[src/rtl/led_sequencer_pkg.sv]
// Shared encodings and constants for the LED pattern sequencer.
package led_sequencer_pkg;

  typedef enum logic [1:0] {
    MODE_OFF   = 2'd0,
    MODE_BLINK = 2'd1,
    MODE_CHASE = 2'd2,
    MODE_COUNT = 2'd3
  } mode_e;

  typedef enum logic [1:0] {
    ST_IDLE  = 2'd0,
    ST_APPLY = 2'd1,
    ST_RUN   = 2'd2
  } state_e;

  localparam int PWM_BITS   = 3;
  localparam int RATE_BITS  = 3;
  localparam int BRIGHT_MAX = 8;

  // Brightness 8..15 all mean "always on", so clamp to 8.
  function automatic logic [3:0] sat_bright(input logic [3:0] b);
    return (b > 4'(BRIGHT_MAX)) ? 4'(BRIGHT_MAX) : b;
  endfunction

endpackage

[src/rtl/led_prescaler.sv]
// Step-period prescaler: tick marks the last cycle of each 2^(PRESCALE_BASE+rate) period.
module led_prescaler
  import led_sequencer_pkg::*;
#(
  parameter int PRESCALE_BASE = 16
) (
  input  logic                 clk,
  input  logic                 rst_n,
  input  logic                 clear,
  input  logic [RATE_BITS-1:0] rate,
  output logic                 tick
);

  localparam int CNT_W = PRESCALE_BASE + 7;

  logic [CNT_W-1:0] cnt_q;
  logic [CNT_W-1:0] cnt_d;
  logic [CNT_W-1:0] terminal;

  // Terminal count; at rate 7 the shift overflows to zero so the result is all-ones.
  always_comb begin
    terminal = (CNT_W'(1) << (PRESCALE_BASE + int'(rate))) - CNT_W'(1);
    tick     = (cnt_q == terminal);
    cnt_d    = cnt_q + CNT_W'(1);
    if (clear || tick) begin
      cnt_d = '0;
    end
  end

  // Counter register.
  always_ff @(posedge clk or negedge rst_n) begin
    if (!rst_n) begin
      cnt_q <= '0;
    end else begin
      cnt_q <= cnt_d;
    end
  end

endmodule

[src/rtl/led_sequencer.sv]
// LED pattern sequencer: command FSM, pattern generator and PWM output stage.
// Handshake: a command transfers on a rising edge where cmd_valid && cmd_ready;
// cmd_ready drops for the single APPLY cycle and a held cmd_valid simply waits.
module led_sequencer
  import led_sequencer_pkg::*;
#(
  parameter int PRESCALE_BASE = 16,
  parameter int NUM_LEDS      = 5
) (
  input  logic                 clk,
  input  logic                 rst_n,
  input  logic                 cmd_valid,
  output logic                 cmd_ready,
  input  logic [1:0]           cmd_mode,
  input  logic [RATE_BITS-1:0] cmd_rate,
  input  logic [3:0]           cmd_bright,
  output logic [NUM_LEDS-1:0]  led,
  output logic                 step
);

  state_e                state_q,   state_d;
  mode_e                 mode_q,    mode_d;
  logic [RATE_BITS-1:0]  rate_q,    rate_d;
  logic [3:0]            bright_q,  bright_d;
  logic [NUM_LEDS-1:0]   pattern_q, pattern_d;
  logic [PWM_BITS-1:0]   pwm_cnt_q, pwm_cnt_d;
  logic [NUM_LEDS-1:0]   led_q,     led_d;
  logic                  tick;

  // Prescaler only counts while running, so every new pattern starts a full period.
  led_prescaler #(
    .PRESCALE_BASE (PRESCALE_BASE)
  ) u_prescaler (
    .clk   (clk),
    .rst_n (rst_n),
    .clear (state_q != ST_RUN),
    .rate  (rate_q),
    .tick  (tick)
  );

  // Next-state, config capture, pattern update and PWM gating.
  always_comb begin
    state_d   = state_q;
    mode_d    = mode_q;
    rate_d    = rate_q;
    bright_d  = bright_q;
    pattern_d = pattern_q;
    pwm_cnt_d = pwm_cnt_q + PWM_BITS'(1);
    cmd_ready = (state_q != ST_APPLY);
    step      = tick && (state_q == ST_RUN);

    case (state_q)
      ST_IDLE: begin
        if (cmd_valid) begin
          mode_d   = mode_e'(cmd_mode);
          rate_d   = cmd_rate;
          bright_d = sat_bright(cmd_bright);
          state_d  = ST_APPLY;
        end
      end
      ST_APPLY: begin
        pwm_cnt_d = '0;
        state_d   = ST_RUN;
        case (mode_q)
          MODE_BLINK: pattern_d = '1;
          MODE_CHASE: pattern_d = NUM_LEDS'(1);
          default:    pattern_d = '0;
        endcase
      end
      ST_RUN: begin
        if (tick) begin
          case (mode_q)
            MODE_BLINK: pattern_d = ~pattern_q;
            MODE_CHASE: pattern_d = {pattern_q[NUM_LEDS-2:0], pattern_q[NUM_LEDS-1]};
            MODE_COUNT: pattern_d = pattern_q + NUM_LEDS'(1);
            default:    pattern_d = '0;
          endcase
        end
        if (cmd_valid) begin
          mode_d   = mode_e'(cmd_mode);
          rate_d   = cmd_rate;
          bright_d = sat_bright(cmd_bright);
          state_d  = ST_APPLY;
        end
      end
      default: state_d = ST_IDLE;
    endcase

    led_d = pattern_q & {NUM_LEDS{({1'b0, pwm_cnt_q} < bright_q)}};
    if (state_q == ST_IDLE) begin
      led_d = '0;
    end
  end

  // State and datapath registers.
  always_ff @(posedge clk or negedge rst_n) begin
    if (!rst_n) begin
      state_q   <= ST_IDLE;
      mode_q    <= MODE_OFF;
      rate_q    <= '0;
      bright_q  <= '0;
      pattern_q <= '0;
      pwm_cnt_q <= '0;
      led_q     <= '0;
    end else begin
      state_q   <= state_d;
      mode_q    <= mode_d;
      rate_q    <= rate_d;
      bright_q  <= bright_d;
      pattern_q <= pattern_d;
      pwm_cnt_q <= pwm_cnt_d;
      led_q     <= led_d;
    end
  end

  assign led = led_q;

endmodule

[config.mk]
export PLATFORM = sky130hd
export DESIGN_NAME = led_sequencer
export DESIGN_NICKNAME = d
export VERILOG_FILES = /design/src/rtl/led_sequencer_pkg.sv /design/src/rtl/led_prescaler.sv /design/src/rtl/led_sequencer.sv
export SDC_FILE = /design/constraint.sdc
export NUM_CORES = 1
export LEC_CHECK = 0
export ABC_AREA = 1
export BUFFER_PORTS_ARGS = -buffer_cell sky130_fd_sc_hd__buf_2
export CORE_UTILIZATION = 44
export DETAILED_ROUTE_END_ITERATION = 16
export PLACE_DENSITY = 0.57
export SLEW_MARGIN = 5
export SYNTH_ARGS = -nofsm -noshare
export SYNTH_HDL_FRONTEND = slang
export SYNTH_HIERARCHICAL = 1
export SYNTH_SLANG_ARGS = --single-unit
[constraint.sdc]
create_clock -name clk -period 3.8 [get_ports clk]
set_input_delay 0.95 -clock clk [delete_from_list [all_inputs] [get_ports clk]]
set_output_delay 0.95 -clock clk [all_outputs]
set_load 0.1 [all_outputs]
# Yosys cells after proc, flatten, opt, wreduce, memory -nomap -nowiden
# Index checks and enable logic that the tools add are counted.
[word_totals]
register_bits = 47
latchBits = 0
mem_bits_rw = 0
mem_bits_ro = 0
inputBits = 12
out_inout_bits = 7
word_cells = 45
mem_count = 0
[op_classes]
n_addsub = 5
multipliers = 0
div = 0
n_lt_le_gt_ge = 2
n_eq_ne = 10
n_shift = 1
muxes = 10
bitwise = 2
reduce_logical = 7
[ops]
columns = ["op", "count"]
rows = [
  ["$shl A1 B32 Y23 const A", 1],
  ["$add A23 B1 Y23 const B", 1],
  ["$eq A23 B23 Y1", 1],
  ["$mux W23", 1],
  ["$sub A23 B2 Y23 const B", 1],
  ["$pmux W5 S2", 2],
  ["$pmux W5 S3", 1],
  ["$mux W5", 2],
  ["$add A5 B3 Y6 const A", 1],
  ["$eq A2 B2 Y1 const B", 3],
  ["$add A5 B1 Y5 const B", 1],
  ["$and A5 B5 Y5", 1],
  ["$not A5 Y5", 1],
  ["$eq A2 B1 Y1 const B", 2],
  ["$gt A4 B4 Y1 const B", 1],
  ["$lt A3 B4 Y1", 1],
  ["$mux W4", 1],
  ["$ne A2 B1 Y1 const B", 2],
  ["$ne A2 B2 Y1 const B", 2],
  ["$pmux W2 S2", 1],
  ["$reduce_and A2 Y1", 2],
  ["$add A3 B1 Y3 const B", 1],
  ["$mux W3", 1],
  ["$logic_not A2 Y1", 1],
  ["5 further kinds", 5],
]

# Longest topological paths before layout
[logic_depth]
ltp_word = 6
depth_mapped = 17
depth_no_buf = 16

# Modules after synthesis
# Netlist, hierarchy kept.
[by_module_without_submodules]
columns = ["mod", "instances", "cells_each", "area_each_um2", "seq_area_each_um2"]
rows = [
  ["led_prescaler", 1, 217, 1762.9, 575.6],
  ["led_sequencer", 1, 143, 1207.4, 600.6],
]

# Worst setup path before layout
# Ideal clock, no wire load.
[synth_path]
path_kind = "register to output"
startpoint = "register rate_q[2]"
endpoint = "output step"
arrival_time_ns = 2.378
t_required_ns = 2.850
setup_slack_ns = 0.472
stages_incl_launch_ff = 16
n_path_buf = 1
cell_sequence = "dfrtp_1 > buf_2 > nor2_2 > nand2_1 > ha_1 > nand2_1 > inv_1 > nor2_1 > nand2_1 > nor2_1 > nand3_1 > nor2_4 > nand2_4 > inv_1 > nand2_1 > inv_1"
[synth_via]
elab_chain_cells = 5
[synth_lines]
columns = ["element", "line", "rtl"]
rows = [
  ["start: declaration", "led_sequencer.sv:23", "logic [RATE_BITS-1:0] rate_q, rate_d;"],
  ["start signal: assignment", "led_sequencer.sv:108", "rate_q <= rate_d;"],
  ["$add A5 B3 Y6", "led_prescaler.sv:22", "terminal = (CNT_W'(1) << (PRESCALE_BASE + int'(rate))) - CNT_W'(1);"],
  ["$shl A1 B32 Y23", "led_prescaler.sv:22", ""],
  ["$sub A23 B2 Y23", "led_prescaler.sv:22", ""],
  ["$eq A23 B23 Y1", "led_prescaler.sv:23", "tick = (cnt_q == terminal);"],
  ["net tick", "led_sequencer.sv:28", "logic tick;"],
  ["$logic_and A1 B1 Y1", "led_sequencer.sv:50", "step = tick && (state_q == ST_RUN);"],
  ["end: declaration", "led_sequencer.sv:18", "output logic step"],
]
# The timed path passes the listed nets, and every way through them passes these cells.

# Worst setup path after layout
# Same ends and word-level chain as after synthesis.

==> qor.csv <==
stage,metric,value,unit
layout,final_common_cell,nand2_1,
timing,fmax,289,MHz
worst_setup_path,cp-start-kind,flip-flop,
worst_setup_path,critPathRequiredTime,2.85,ns
timing,fin_skew,0.0104,ns
worst_setup_path,worst-path-buf-inv,4,
clocking,path_clk_slew,0.10,ns
worst_setup_path,timing_worst_setup_path_type,flip-flop to output pin,
worst_setup_path,crit_top_cell,nand2_1,
worst_setup_path,cpPeakStageDelay,0.49,ns
floorplanning,row_count,29,
synth,synth.area.top_cells,"dfrtp_1, nand2_1, nor2_4",
timing,slew_viol_final,0,
floorplanning,die_area,7080,um2
route,drt-total-wl,5.35,mm
floorplanning,io_pins,19,
route,drc_errors,0,
layout,antenna_cells,0,
power_and_ir_drop,power.switching,0.000534,W
floorplanning,chipWidth,84.2,um
layout,areaGrowthSynthToFinish,7.58,%
route,drtPass1Iterations,4,
route,postRouteAntennaNets,0,
clocking,tritoncts,yes,
worst_setup_path,arrival,2.52,ns
min_path,min-delay-path-class,flip-flop to flip-flop,
grt,grt_pass1_vias,2158,
power_and_ir_drop,power.density,423,nW/um2
layout,finalNetCount,402,
clocking,cts-buffers-inserted,5,
layout,layout_common_cells,"nand2_1, dfrtp_1, inv_1",
floorplanning,coreArea,6420,um2
timing,fin_tns_setup,0,ns
placed_design,portBuffers,18,
worst_setup_path,critPathMaxFanout,8,
clocking,clk_latency,0.31,ns
power_and_ir_drop,p_comb_share,30.2,%
worst_setup_path,cp_slowest_cell,dfrtp_1,
synth,syn-num-nets,383,
route,via_count,2205,
timing,setup_viol,0,
grt,grt.overflow.total,0,
layout,fillers,633,
power_and_ir_drop,clock_power_share,24.0,%
timing,hold_violations,0,
power_and_ir_drop,p_leak,1.52,nW
layout,utilization,49.8,%
clocking,htree_levels,2,
job,max_cap_violations,0,
timing,slew_headroom,31.4,%
clocking,cts_root_buf,clkbuf_8,
power_and_ir_drop,vdd_drop_max,229,uV
route,routed_via_density,4.82,
placed_design,dpl.hpwl,3.95,mm
synth,ys_types,31,
timing,layout_min_cycle_time,3.47,ns
timing,worst_slack,0.335,ns
floorplanning,start_util,46.2,%
grt,grt_start_max_net_pins,48,
timing,holdWs,0.468,ns
synth,yosys.area.top_type_share,39.6,%
synth,ys_ff_latch,47,
clocking,postCtsHoldBufs,0,
placed_design,globalplace.congestion,0.881,
power_and_ir_drop,power.internal,0.000819,W
grt,track_usage,17.0,%
run_status,outcome,finished clean,
timing,worst_slew_pin_slew,1.03,ns
route,drt-initial-drc-count,51,
timing,post-route-period-util,91.2,%
floorplanning,die_y,84.2,um
synth,synth_top_cell_by_area,dfrtp_1,
power_and_ir_drop,seq_power_share,45.8,%
power_and_ir_drop,power.total,0.00135,W
synth,syn_area_per_cell,8.25,um2
synth,syn_inst,360,
power_and_ir_drop,swShare,39.4,%
placed_design,dp_slack,0.499,ns
synth,syn_area,2970,um2
worst_setup_path,crit_family,simple AND/OR/NAND/NOR gates,
grt,grt_antenna_before_repair,0,
synth,yosysWarningCount,6,
clocking,postCtsSetupBuffers,0,
grt,grt_pass1_wl,9.65,mm
worst_setup_path,cp-end-kind,output pin,
clocking,ctsLongestPathBuffers,2,
timing,rsz0062_at_grt,no,
route,avgRoutedWirePerCell,11.7,um
layout,drive_gt1_share,19.7,%
worst_setup_path,path_cells,"nor2_2, nand2_1, ha_1, nand2_1, inv_1, nor2_1, nand2_1, nor2_1, nand3_1, nor2_4, nand2_4, inv_1, nand2_1, inv_1, buf_6",
clocking,cts_sinks,47,
synth,yosysSeqAreaShare,39.6,%
-- layer usage --
| layer | vias to the layer above | share of wire, % | GRT usage [%] | routed length, um |
|---|---|---|---|---|
| li1 | 1149 | - | - | - |
| met5 | - | 0 | 0 | 0 |
| met4 | 0 | 1.3 | 5.17 | 69 |
| met2 | 27 | 48 | 29.4 | 2560 |
| met3 | 8 | 3.0 | 3.05 | 159 |
| met1 | 1021 | 48 | 21.8 | 2560 |
-- Yosys cell counts, drive strengths merged --
library cell  instances
a21oi                 6
a22oi                 2
buf                   6
dfrtp                47
ha                   11
inv                  48
nand2               103
nand3                21
nand3b                1
nand4                 9
nor2                 68
nor3                  7
o211ai                1
o21ai                13
or2                   1
xnor2                 8
xor2                  8
-- worst reg2reg max path: stages (launching register included) --
cell     delay, ns
dfrtp_1       0.49
nor2_2        0.21
nand2_1       0.09
ha_1          0.31
nand2_1       0.07
inv_1         0.04
nor2_1        0.07
nand2_1       0.05
nor2_1        0.08
nand3_1       0.11
nor2_4        0.11
nand2_4       0.08
inv_1         0.06
nand2_1       0.11
nand2_2       0.12
nor2_1        0.05
a21oi_1       0.13
-- registers in the layout (all words and copies together), names as in the netlist --
| signal | count |
|---|---|
| u_prescaler/cnt_q | 23 |
| led | 5 |
| pattern_q | 5 |
| bright_q | 4 |
| pwm_cnt_q | 3 |
| rate_q | 3 |
| mode_q | 2 |
| state_q | 2 |
-- timing repair --
item / CTS / global route
hold endpoints to repair: 0 / 0
gates resized for setup: 0 / 3
setup endpoints to repair: 0 / 1
-- area by class of cell --
| type | instances | area (um2) | area share, % |
|---|---|---|---|
| Tap cell | 77 | 96.3 | 3.01 |
| Timing Repair Buffer | 18 | 96.3 | 3.01 |
| Sequential cell | 47 | 1180 | 36.8 |
| Clock inverter | 2 | 16.3 | 0.509 |
| Clock buffer | 6 | 82.6 | 2.58 |
| Inverter | 48 | 180 | 5.64 |
| Multi-Input combinational cell | 259 | 1550 | 48.4 |
-- stage by stage --
step | area (um2) | cells
6_report | 3200 | 457
3_3_place_gp | 3090 | 449
2_1_floorplan | 2970 | 360
3_5_place_dp | 3090 | 449
5_1_grt | 3200 | 457
4_1_cts | 3190 | 457
-- power by group through the flow --
stage                     sequential (W)  clock (W)  combinational (W)
after floorplan                 0.000717          0           0.000254
after global placement          0.000628          0           0.000409
after detailed placement        0.000630          0           0.000412
after CTS                       0.000620   0.000338           0.000415
after global routing            0.000630   0.000359           0.000460
final                           0.000620   0.000325           0.000409
-- cell families (layout without fill, tap and decap cells) --
| logic type | after synthesis | in the layout | synth area share, % |
|---|---|---|---|
| AND/OR/NAND/NOR | 210 | 210 | 38.7 |
| buffers and inverters | 54 | 74 | 8.30 |
| flip-flops | 47 | 47 | 39.6 |
| AO/OA/AOI/OAI | 22 | 22 | 4.09 |
| XOR/XNOR | 16 | 16 | 4.72 |
| adder cells (fa/ha/maj) | 11 | 11 | 4.63 |
-- worst paths after layout --
| check | endpoint | slack [ns] | depth (start not counted) | startpoint |
|---|---|---|---|---|
| max in group asynchronous | u_prescaler/cnt_q[21] | 2.34 | 1 | rst_n |
| worst max-delay path | step | 0.33 | 15 | rate_q[2] |
| worst min register to register | pwm_cnt_q[0] | 0.47 | 1 | pwm_cnt_q[0] |
| min in group asynchronous | u_prescaler/cnt_q[8] | 0.83 | 1 | rst_n |
| worst max register to register | pattern_q[2] | 1.54 | 16 | rate_q[2] |
| worst min-delay path | pwm_cnt_q[0] | 0.47 | 1 | pwm_cnt_q[0] |
No activity file was read; power rests on OpenSTA's default activity.
